--- config.mk ---
export PLATFORM = sky130hd
export DESIGN_NAME = audio_capture_recorder_flat
export DESIGN_NICKNAME = d
export VERILOG_FILES = /design/src/rtl/audio_pkg.sv /design/src/rtl/audio_capture_recorder_if.sv /design/src/rtl/peak_tracker.sv /design/src/rtl/audio_capture_recorder.sv /design/src/flat_wrapper.sv
export SDC_FILE = /design/constraint.sdc
export NUM_CORES = 1
export LEC_CHECK = 0
export ABC_AREA = 1
export CAP_MARGIN = 10
export CORE_ASPECT_RATIO = 1.4
export CORE_MARGIN = 1
export CORE_UTILIZATION = 50
export CTS_BUF_LIST = sky130_fd_sc_hd__clkbuf_4 sky130_fd_sc_hd__clkbuf_8
export DETAILED_ROUTE_END_ITERATION = 10
export PLACE_DENSITY = 0.87
export SETUP_SLACK_MARGIN = 0.2
export SLEW_MARGIN = 20
export SYNTH_ARGS = -nofsm -noshare
export SYNTH_HDL_FRONTEND = slang
export SYNTH_SLANG_ARGS = --single-unit
--- constraint.sdc ---
create_clock -name CLOCK_50 -period 1.9 [get_ports CLOCK_50]
set_input_delay 0.19 -clock CLOCK_50 [delete_from_list [all_inputs] [get_ports CLOCK_50]]
set_output_delay 0.19 -clock CLOCK_50 [all_outputs]
set_load 0.005 [all_outputs]
--- src/rtl/audio_pkg.sv ---
// Constants and types shared by the sound player and the capture recorder.
// Declarations only; no latency.
// No flow control.
package audio_pkg;

    localparam int SAMPLE_W     = 16;
    localparam int BOINK_LEN    = 15435;
    localparam int SAMPLE_SHIFT = 14;

    typedef enum logic [1:0] {
        IDLE,
        ARM,
        RECORD,
        DONE
    } rec_state_t;

    // Magnitude of a signed sample. The most negative value has no positive
    // twin, so it clamps to the largest positive value.
    function automatic logic [SAMPLE_W-1:0] abs_sat(input logic signed [SAMPLE_W-1:0] s);
        logic [SAMPLE_W-1:0] r;
        if (s == {1'b1, {(SAMPLE_W-1){1'b0}}}) begin
            r = {1'b0, {(SAMPLE_W-1){1'b1}}};
        end else if (s < 0) begin
            r = $unsigned(-s);
        end else begin
            r = $unsigned(s);
        end
        return r;
    endfunction

endpackage

--- src/rtl/audio_capture_recorder_if.sv ---
// Capture-side bus: controller input FIFO head/pop plus sample RAM write port.
// Signal bundle only; no latency.
// FIFO pop mirrors availability, so there is no backpressure toward the controller.
interface audio_capture_recorder_if #(
    parameter int ADDR_W = 23
);
    logic                             audio_in_available;
    logic [31:0]                      left_channel_audio_in;
    logic                             read_audio_in;
    logic [ADDR_W-1:0]                mem_address;
    logic [audio_pkg::SAMPLE_W-1:0]   mem_data;
    logic                             mem_wren;

    // Recorder side: consumes the FIFO, drives the RAM write port.
    modport master (
        input  audio_in_available,
        input  left_channel_audio_in,
        output read_audio_in,
        output mem_address,
        output mem_data,
        output mem_wren
    );

    // Controller/RAM side.
    modport slave (
        output audio_in_available,
        output left_channel_audio_in,
        input  read_audio_in,
        input  mem_address,
        input  mem_data,
        input  mem_wren
    );
endinterface

--- src/rtl/peak_tracker.sv ---
// Holds the largest saturated sample magnitude seen since the last clear.
// Updates one cycle after en; clear has priority over update.
// No flow control; samples are taken whenever en is high.
module peak_tracker import audio_pkg::*; (
    input  logic                       CLOCK_50,
    input  logic                       rst_n,
    input  logic                       clr,
    input  logic                       en,
    input  logic signed [SAMPLE_W-1:0] sample,
    output logic [SAMPLE_W-1:0]        peak
);

    logic [SAMPLE_W-1:0] mag;

    assign mag = abs_sat(sample);

    // A new recording starts from zero even if a sample lands on the same cycle.
    always_ff @(posedge CLOCK_50 or negedge rst_n) begin
        if (!rst_n) begin
            peak <= '0;
        end else if (clr) begin
            peak <= '0;
        end else if (en && (mag > peak)) begin
            peak <= mag;
        end
    end

endmodule

--- src/rtl/audio_capture_recorder.sv ---
// Records decimated left-channel samples from the audio input FIFO into sample RAM.
// RAM write is registered one cycle after the FIFO accept that produced it.
// Never backpressures: the FIFO is popped whenever it is non-empty, in every state.
module audio_capture_recorder import audio_pkg::*; #(
    parameter int MAX_ADDR = BOINK_LEN,
    parameter int ADDR_W   = 23,
    parameter int DECIM    = 1,
    parameter int SHIFT    = SAMPLE_SHIFT
) (
    input  logic                      CLOCK_50,
    input  logic                      KEY,
    input  logic                      start,
    input  logic                      abort,
    audio_capture_recorder_if.master  aif,
    output logic                      busy,
    output logic                      done,
    output logic [ADDR_W-1:0]         sample_count,
    output logic [SAMPLE_W-1:0]       peak
);

    localparam int                DW        = (DECIM > 1) ? $clog2(DECIM) : 1;
    localparam logic [DW-1:0]     DEC_LAST  = DW'(DECIM - 1);
    localparam logic [ADDR_W-1:0] LAST_ADDR = ADDR_W'(MAX_ADDR);

    rec_state_t                 state;
    logic [DW-1:0]              dec_cnt;
    logic                       accept;
    logic                       rearm;
    logic                       keep;
    logic signed [SAMPLE_W-1:0] sample;
    logic                       unused_bits;

    assign aif.read_audio_in = aif.audio_in_available;
    assign accept            = aif.audio_in_available;
    assign sample            = aif.left_channel_audio_in[SHIFT +: SAMPLE_W];
    assign unused_bits       = ^aif.left_channel_audio_in;

    // Start only takes effect when not already recording.
    assign rearm = start && ((state == IDLE) || (state == DONE));
    // A sample is kept on the last accept of each decimation group, unless aborted.
    assign keep  = (state == RECORD) && !abort && accept && (dec_cnt == DEC_LAST);
    assign busy  = (state == ARM) || (state == RECORD);

    // Recording sequencer: flush one stale sample, then decimate and write until full or aborted.
    always_ff @(posedge CLOCK_50 or negedge KEY) begin
        if (!KEY) begin
            state            <= IDLE;
            dec_cnt          <= '0;
            aif.mem_address  <= '0;
            aif.mem_data     <= '0;
            aif.mem_wren     <= 1'b0;
            done             <= 1'b0;
            sample_count     <= '0;
        end else begin
            aif.mem_wren <= 1'b0;
            case (state)
                IDLE, DONE: begin
                    if (start) begin
                        state        <= ARM;
                        dec_cnt      <= '0;
                        done         <= 1'b0;
                        sample_count <= '0;
                    end
                end
                ARM: begin
                    if (abort) begin
                        state <= DONE;
                        done  <= 1'b1;
                    end else if (accept) begin
                        state <= RECORD;
                    end
                end
                RECORD: begin
                    if (abort) begin
                        state <= DONE;
                        done  <= 1'b1;
                    end else if (accept) begin
                        if (dec_cnt == DEC_LAST) begin
                            dec_cnt         <= '0;
                            aif.mem_wren    <= 1'b1;
                            aif.mem_address <= sample_count;
                            aif.mem_data    <= sample;
                            sample_count    <= sample_count + ADDR_W'(1);
                            if (sample_count == LAST_ADDR) begin
                                state <= DONE;
                                done  <= 1'b1;
                            end
                        end else begin
                            dec_cnt <= dec_cnt + DW'(1);
                        end
                    end
                end
                default: state <= IDLE;
            endcase
        end
    end

    peak_tracker u_peak (
        .CLOCK_50 (CLOCK_50),
        .rst_n    (KEY),
        .clr      (rearm),
        .en       (keep),
        .sample   (sample),
        .peak     (peak)
    );

endmodule

--- src/flat_wrapper.sv ---
// flat-port wrapper written by rule: the top's interface ports become plain ports
module audio_capture_recorder_flat import audio_pkg::*;
#(
    parameter int MAX_ADDR = BOINK_LEN,
    parameter int ADDR_W   = 23,
    parameter int DECIM    = 1,
    parameter int SHIFT    = SAMPLE_SHIFT
)
  (CLOCK_50, KEY, start, abort, busy, done, sample_count, peak, aif_audio_in_available, aif_left_channel_audio_in, aif_read_audio_in, aif_mem_address, aif_mem_data, aif_mem_wren);
  audio_capture_recorder_if #(.ADDR_W(ADDR_W)) aif_i ();
  input  logic CLOCK_50;
  input  logic KEY;
  input  logic start;
  input  logic abort;
  output logic busy;
  output logic done;
  output logic [ADDR_W-1:0] sample_count;
  output logic [SAMPLE_W-1:0] peak;
  input wire logic [$bits(aif_i.audio_in_available)-1:0] aif_audio_in_available;
  input wire logic [$bits(aif_i.left_channel_audio_in)-1:0] aif_left_channel_audio_in;
  output wire logic [$bits(aif_i.read_audio_in)-1:0] aif_read_audio_in;
  output wire logic [$bits(aif_i.mem_address)-1:0] aif_mem_address;
  output wire logic [$bits(aif_i.mem_data)-1:0] aif_mem_data;
  output wire logic [$bits(aif_i.mem_wren)-1:0] aif_mem_wren;
  assign aif_i.audio_in_available = aif_audio_in_available;
  assign aif_i.left_channel_audio_in = aif_left_channel_audio_in;
  assign aif_read_audio_in = aif_i.read_audio_in;
  assign aif_mem_address = aif_i.mem_address;
  assign aif_mem_data = aif_i.mem_data;
  assign aif_mem_wren = aif_i.mem_wren;
  audio_capture_recorder #(.MAX_ADDR(MAX_ADDR), .ADDR_W(ADDR_W), .DECIM(DECIM), .SHIFT(SHIFT)) u_core (.CLOCK_50(CLOCK_50), .KEY(KEY), .start(start), .abort(abort), .aif(aif_i), .busy(busy), .done(done), .sample_count(sample_count), .peak(peak));
endmodule
# After elaboration in Yosys (flattened, before gate mapping)
# Cells that the tools add are included.
[word_totals]
regBits = 83
out_inout_bits = 82
inputBits = 37
wordCells = 78
[classes]
muxes = 32
n_bitwise = 2
n_reduce_logical = 17
n_lt_le_gt_ge = 2
add_sub_neg = 3
eq_ne = 14
[op_table]
columns = ["operator", "count"]
rows = [
  ["two-way mux 23 bit", 4],
  ["two-way mux 16 bit", 4],
  ["one-hot mux 23 bit (2 select lines)", 1],
  ["adder 23 x 1 -> 23 bit (second input constant)", 1],
  ["== test 23 x 14 -> 1 bit (second input constant)", 1],
  ["== test 16 bit (second input constant)", 1],
  ["greater-than comparator 16 bit", 1],
  ["< comparator 16 x 1 -> 1 bit (second input constant)", 1],
  ["negation 16 bit", 1],
  ["AND reduction 5 bit", 3],
  ["two-way mux 2 bit", 7],
  ["two-way mux 1 bit", 13],
  ["!= test 3 bit (second input constant)", 4],
  ["!= test 2 bit (second input constant)", 5],
  ["AND reduction 4 bit", 2],
  ["one-hot mux 2 bit (3 select lines)", 1],
  ["logical AND 1 bit", 5],
  ["== test 2 bit (second input constant)", 2],
  ["nonzero test 2 bit", 2],
  ["one-hot mux 1 bit (3 select lines)", 1],
  ["== test 2 x 1 -> 1 bit (second input constant)", 1],
  ["zero test 2 bit", 1],
  ["logical OR 1 bit", 2],
  ["inverter 1 bit", 2],
  ["other kinds (4)", 4],
]

# Longest topological paths before layout
[depth]
word_depth = 7
mapped_depth = 22
mapped_depth_nobuf = 20

# Cells and area by module
# Synthesis repeated with hierarchy kept, for this count alone.
[hier_totals]
hier_cells = 673
hier_area_um2 = 4998.5
[by_module_without_submodules]
columns = ["module", "instances", "area_each_um2", "seq_area_each_um2", "cells_per_inst"]
rows = [
  ["audio_capture_recorder", 1, 3293.2, 1651.6, 418],
  ["peak_tracker", 1, 1705.4, 400.4, 255],
]

# Worst setup path before layout
# Ideal clock, no wire load.
[synth_path]
path_type = "input to register"
start = "in aif_left_channel_audio_in[14]"
end = "reg u_core.u_peak.peak[10]"
t_arrival_ns = 2.199
setup_time_ns = 0.065
slack_ns = -0.363
n_path_buf = 1
cell_stages = 17
cell_sequence = "inv_1 ha_1 nand3_1 inv_1 nand3_1 nor2_1 nand3_1 nand2_1 ha_1 a21oi_1 nand2_1 a21oi_1 nand2_1 nand2_4 buf_12 nand3_2 nand2_1"
[synth_between]
elab_chain_len = 6
elab_cells_between_ends = 10
cone_classes = "add/sub (1); order compare (2); eq/ne (1); mux (4); reduce/logical (2)"
[synth_lines]
columns = ["element", "line_no", "source"]
rows = [
  ["from (decl)", "flat_wrapper.sv:20", "input wire logic [$bits(aif_i.left_channel_audio_in)-1:0] aif_left_channel_audio_in;"],
  ["negation 16 bit / < comparator 16 x 1 -> 1 bit (equally long branches)", "audio_pkg.sv:24, audio_pkg.sv:23", ""],
  ["two-way mux 16 bit", "audio_pkg.sv:23", "end else if (s < 0) begin"],
  ["two-way mux 16 bit (*)", "audio_pkg.sv:21", "if (s == {1'b1, {(SAMPLE_W-1){1'b0}}}) begin"],
  ["greater-than comparator 16 bit", "peak_tracker.sv:23", "end else if (en && (mag > peak)) begin"],
  ["logical AND 1 bit", "peak_tracker.sv:23", ""],
  ["nonzero test 2 bit (no source line)", "n/a", ""],
  ["to (signal assigned)", "peak_tracker.sv:24", "peak <= mag;"],
  ["to (decl)", "peak_tracker.sv:10", "output logic [SAMPLE_W-1:0] peak"],
]
# Mark *: on every way between the ends. The rest lies on a longest branch, timed or not. The select of a mux whose other input is x is not followed.
# A chain may end at the register's enable or synchronous reset.

# Worst setup path in the final report
[layout_path]
start = "in aif_left_channel_audio_in[16]"
end = "reg u_core.u_peak.peak[12]"
# The elaborated chain is that of the path after synthesis.

==> run_results.csv <==
group,metric,value,unit
run_status,status,"finished, violations left",
run_status,violations,"negative setup slack",
sta,skew,0.0109,ns
yosys,syn_area_per_cell,7.64,um2
yosys,synth_cell_types,35,
final_layout,final.fill_count,575,
sta,rsz0062_at_grt,"true",
yosys,yosysTopAreaCellShare,0.424,
yosys,synth-seq-cells,82,
routing,drc,0,
grt,antenna_found_initial,0,
critical_path,critPathMaxFanout,14,
floorplanning,io_pins,119,
critical_path,crit_chain,"buf_6 -> clkinvlp_4 -> nand3_4 -> nor2_4 -> inv_1 -> nand2_2 -> nand3_1 -> nand2_1 -> nand2_1 -> ha_4 -> nand2_1 -> nor2_1 -> nor2_1 -> nand2_1 -> nand2_2 -> a21oi_4 -> buf_12 -> nand3_1 -> nand2_1",
grt,overflow,0,
sta,timing.final.crit_share,1.15,
floorplanning,die_x,85.1,um
final_layout,nNetsFinal,885,
yosys,synth.cell_area,0.00484,mm2
clock_tree,htree_num_levels,3,
critical_path,arrival,2.51,ns
yosys,synthesis.nets,691,
critical_path,max_stage_delay,0.30,ns
clock_tree,clock-sinks,82,
floorplanning,rows,42,
placed_design,hpwlAfterDp,10800,um
routing,dr.pass1.iters,5,
sta,hold_violations,0,
sta,max_slew_margin,0.711,
power,p_leak,3.39,nW
clock_tree,worst_skew_pair.late_latency,0.38,ns
critical_path,cp_slowest_cell,"ha_4",
clock_tree,numCtsBuffers,9,
sta,slew_violations,0,
yosys,synth_ff_type,"dfrtp_1",
yosys,synthArstFlopShare,1.00,
grt,grt_pass1_wl,26200,um
hold_path,min_path_type,"input port to register",
clock_tree,clk_transition_reported_paths,0.09,ns
routing,wire_per_inst,17.9,um
placed_design,pre_cts_slack,-1.14,ns
final_layout,seqCellArea,0.00205,mm2
placed_design,gp_congestion,0.998,
placed_design,place_area,0.00660,mm2
power,peakVddDrop,689,uV
critical_path,critPathRequiredTime,2.21,ns
floorplanning,die_area,0.0101,mm2
yosys,ys_seq_area_frac,0.424,
final_layout,drive_gt1_frac,0.320,
placed_design,io_buffers,102,
sta,tightest_slew,0.434,ns
grt,grt_max_degree,83,
yosys,synth_edf_count,0,
yosys,yosys.area.top_type,"dfrtp_1",
yosys,synthTopCellsByArea,"dfrtp_1 (42%), nand2_1 (14%), nand3_1 (6.3%)",
critical_path,crit_top_cell,"nand2_1",
critical_path,critPathKind,"input port to register",
routing,drtAntennaViolNets,0,
sta,fin_ws,-0.293,ns
floorplanning,start_util,0.514,
job,max_cap_violations,0,
sta,setup_viol,16,
final_layout,multi_input_area,0.00294,mm2
routing,via_per_inst,5.77,
sta,max_freq,456,MHz
yosys,syn_inst,633,
routing,num_vias,5431,
power,power.density,1070,mW/mm2
final_layout,design_area,0.00746,mm2
critical_path,cpLargestDelayFamily,"simple AND/OR/NAND/NOR gates",
floorplanning,die_y,118,um
sta,min_period,2.19,ns
yosys,yosys_warnings,0,
floorplanning,fp.coreArea,0.00941,mm2
final_layout,syn_to_final_growth,54.3,%
routing,drtIter0Drc,374,
clock_tree,cts_max_path_buffers,2,
grt,grt_pass1_vias,5358,
yosys,synth_commonest_cells,"nand2_1 (179), dfrtp_1 (82), inv_1 (71), nand3_1 (61), o21ai_0 (47)",
clock_tree,cts_tree,"built",
routing,drt_wl_total,16900,um
grt,grt_util_all_layers,0.340,
yosys,yosysMostFrequentCell,"nand2_1",
final_layout,antenna_cells,0,
critical_path,setup.worst_path.start_class,"input port",
clock_tree,cts-root-buf,"clkbuf_8",
critical_path,cp_num_buf_inv,4,
critical_path,endpoint_kind,"register",
-- flip-flops by register name (all words and copies together) (netlist names) --
register and cells:
u_core.aif.mem_wren 1, u_core.aif.mem_address 23, u_core.done 1, u_core.sample_count 23, u_core.u_peak.peak 16, u_core.aif.mem_data 16
u_core.state 2
-- power breakdown --
part / leakage, nW / internal, mW / switching [mW]
Sequential: 1.10 / 2.23 / 0.338
Combinational: 2.19 / 1.99 / 2.04
Clock: 0.106 / 0.646 / 0.700
-- layout make-up --
class | instances | area share
clock inverter | 6 | 0.00889
inverter | 75 | 0.0416
tap | 110 | 0.0185
multi-input combinational | 456 | 0.394
timing repair buffer | 203 | 0.243
sequential | 82 | 0.275
clock buffer | 10 | 0.0185
-- cells by family after synthesis --
group / after synthesis / share of synthesized area
XOR/XNOR: 5 / 0.00906
AND/OR/NAND/NOR: 350 / 0.338
buffers and inverters: 96 / 0.0851
adder cells (fa/ha/maj): 21 / 0.0543
AO/OA/AOI/OAI: 79 / 0.0893
flip-flops: 82 / 0.424
-- cell usage in the layout, fill, tap and decap left out, types with 3 or more instances in the layout --
cell type / netlist / routed
nand2_4: 2 / 10
nand2_2: 6 / 18
a21oi_4: 1 / 3
o21ai_0: 47 / 40
nor3_1: 7 / 6
ha_4: 0 / 11
clkbuf_8: 0 / 10
xor2_1: 5 / 4
a21oi_1: 15 / 8
a21oi_2: 1 / 6
nand3_1: 61 / 48
dfrtp_1: 82 / 80
buf_2: 13 / 10
buf_6: 1 / 13
nand3_2: 10 / 16
buf_12: 1 / 3
nand2_1: 179 / 158
clkinv_4: 0 / 3
nor2_2: 7 / 11
nand4_1: 25 / 25
nor2_4: 1 / 12
o21ai_1: 11 / 13
clkdlybuf4s50_1: 0 / 84
buf_4: 3 / 87
nand3_4: 0 / 7
ha_1: 21 / 9
o21ai_2: 0 / 4
inv_1: 71 / 54
inv_2: 4 / 16
nor2_1: 44 / 29
-- per-stage QoR --
stage               std cells  hold slack, ns  TNS [ns]  total power, mW  utilization
finish                    942           0.207     -4.04             7.95        0.793
global route              942           0.215     -5.46             8.37        0.793
CTS                       933           0.198     -1.18             7.52        0.770
detailed placement        895           0.256    -17.92             5.90        0.702
global placement          895           0.250    -16.61             5.75        0.702
floorplan                 633          -0.106     -2.30             4.21            -
-- layer usage --
metal,routed length (um),global-route usage
met1,5770,0.353
met2,8920,0.619
met3,1140,0.0538
met4,1030,0.227
met5,0,0
-- worst reg2reg max path, delay by kind of cell (launching register included) --
family                   cells  cell delay, ns
AO/OA/AOI/OAI                2            0.25
adder cells (fa/ha/maj)      1            0.30
buffers and inverters        2            0.26
flip-flops                   1            0.42
AND/OR/NAND/NOR              6            0.64
-- worst paths after layout --
check                                                        from                                      to  slack (ns)  depth (start not counted)
max reg2reg                    u_core.u_peak.peak[15]$_DFFE_PN0P_      u_core.u_peak.peak[11]$_DFFE_PN0P_       -0.07                         11
max                                 aif_left_channel_audio_in[16]      u_core.u_peak.peak[12]$_DFFE_PN0P_       -0.29                         19
min in group asynchronous                                     KEY  u_core.aif.mem_address[16]$_DFFE_PN0P_        0.39                          3
max in group asynchronous                                     KEY     u_core.sample_count[11]$_DFFE_PN0P_        1.16                          3
min                                 aif_left_channel_audio_in[14]      u_core.aif.mem_data[0]$_DFFE_PN0P_        0.21                          4
min reg2reg                u_core.aif.mem_address[12]$_DFFE_PN0P_  u_core.aif.mem_address[12]$_DFFE_PN0P_        0.48                          2
-- timing repair --
item                                    CTS  global route
hold buffers                              1             0
gates cloned                              1             1
endpoints found under the hold margin    82             0
endpoints found under the setup margin   25            33
setup buffers                            20             8
gates resized for setup                 145            41
pin swaps                                49            16
Power figures use the tool's default switching activity.
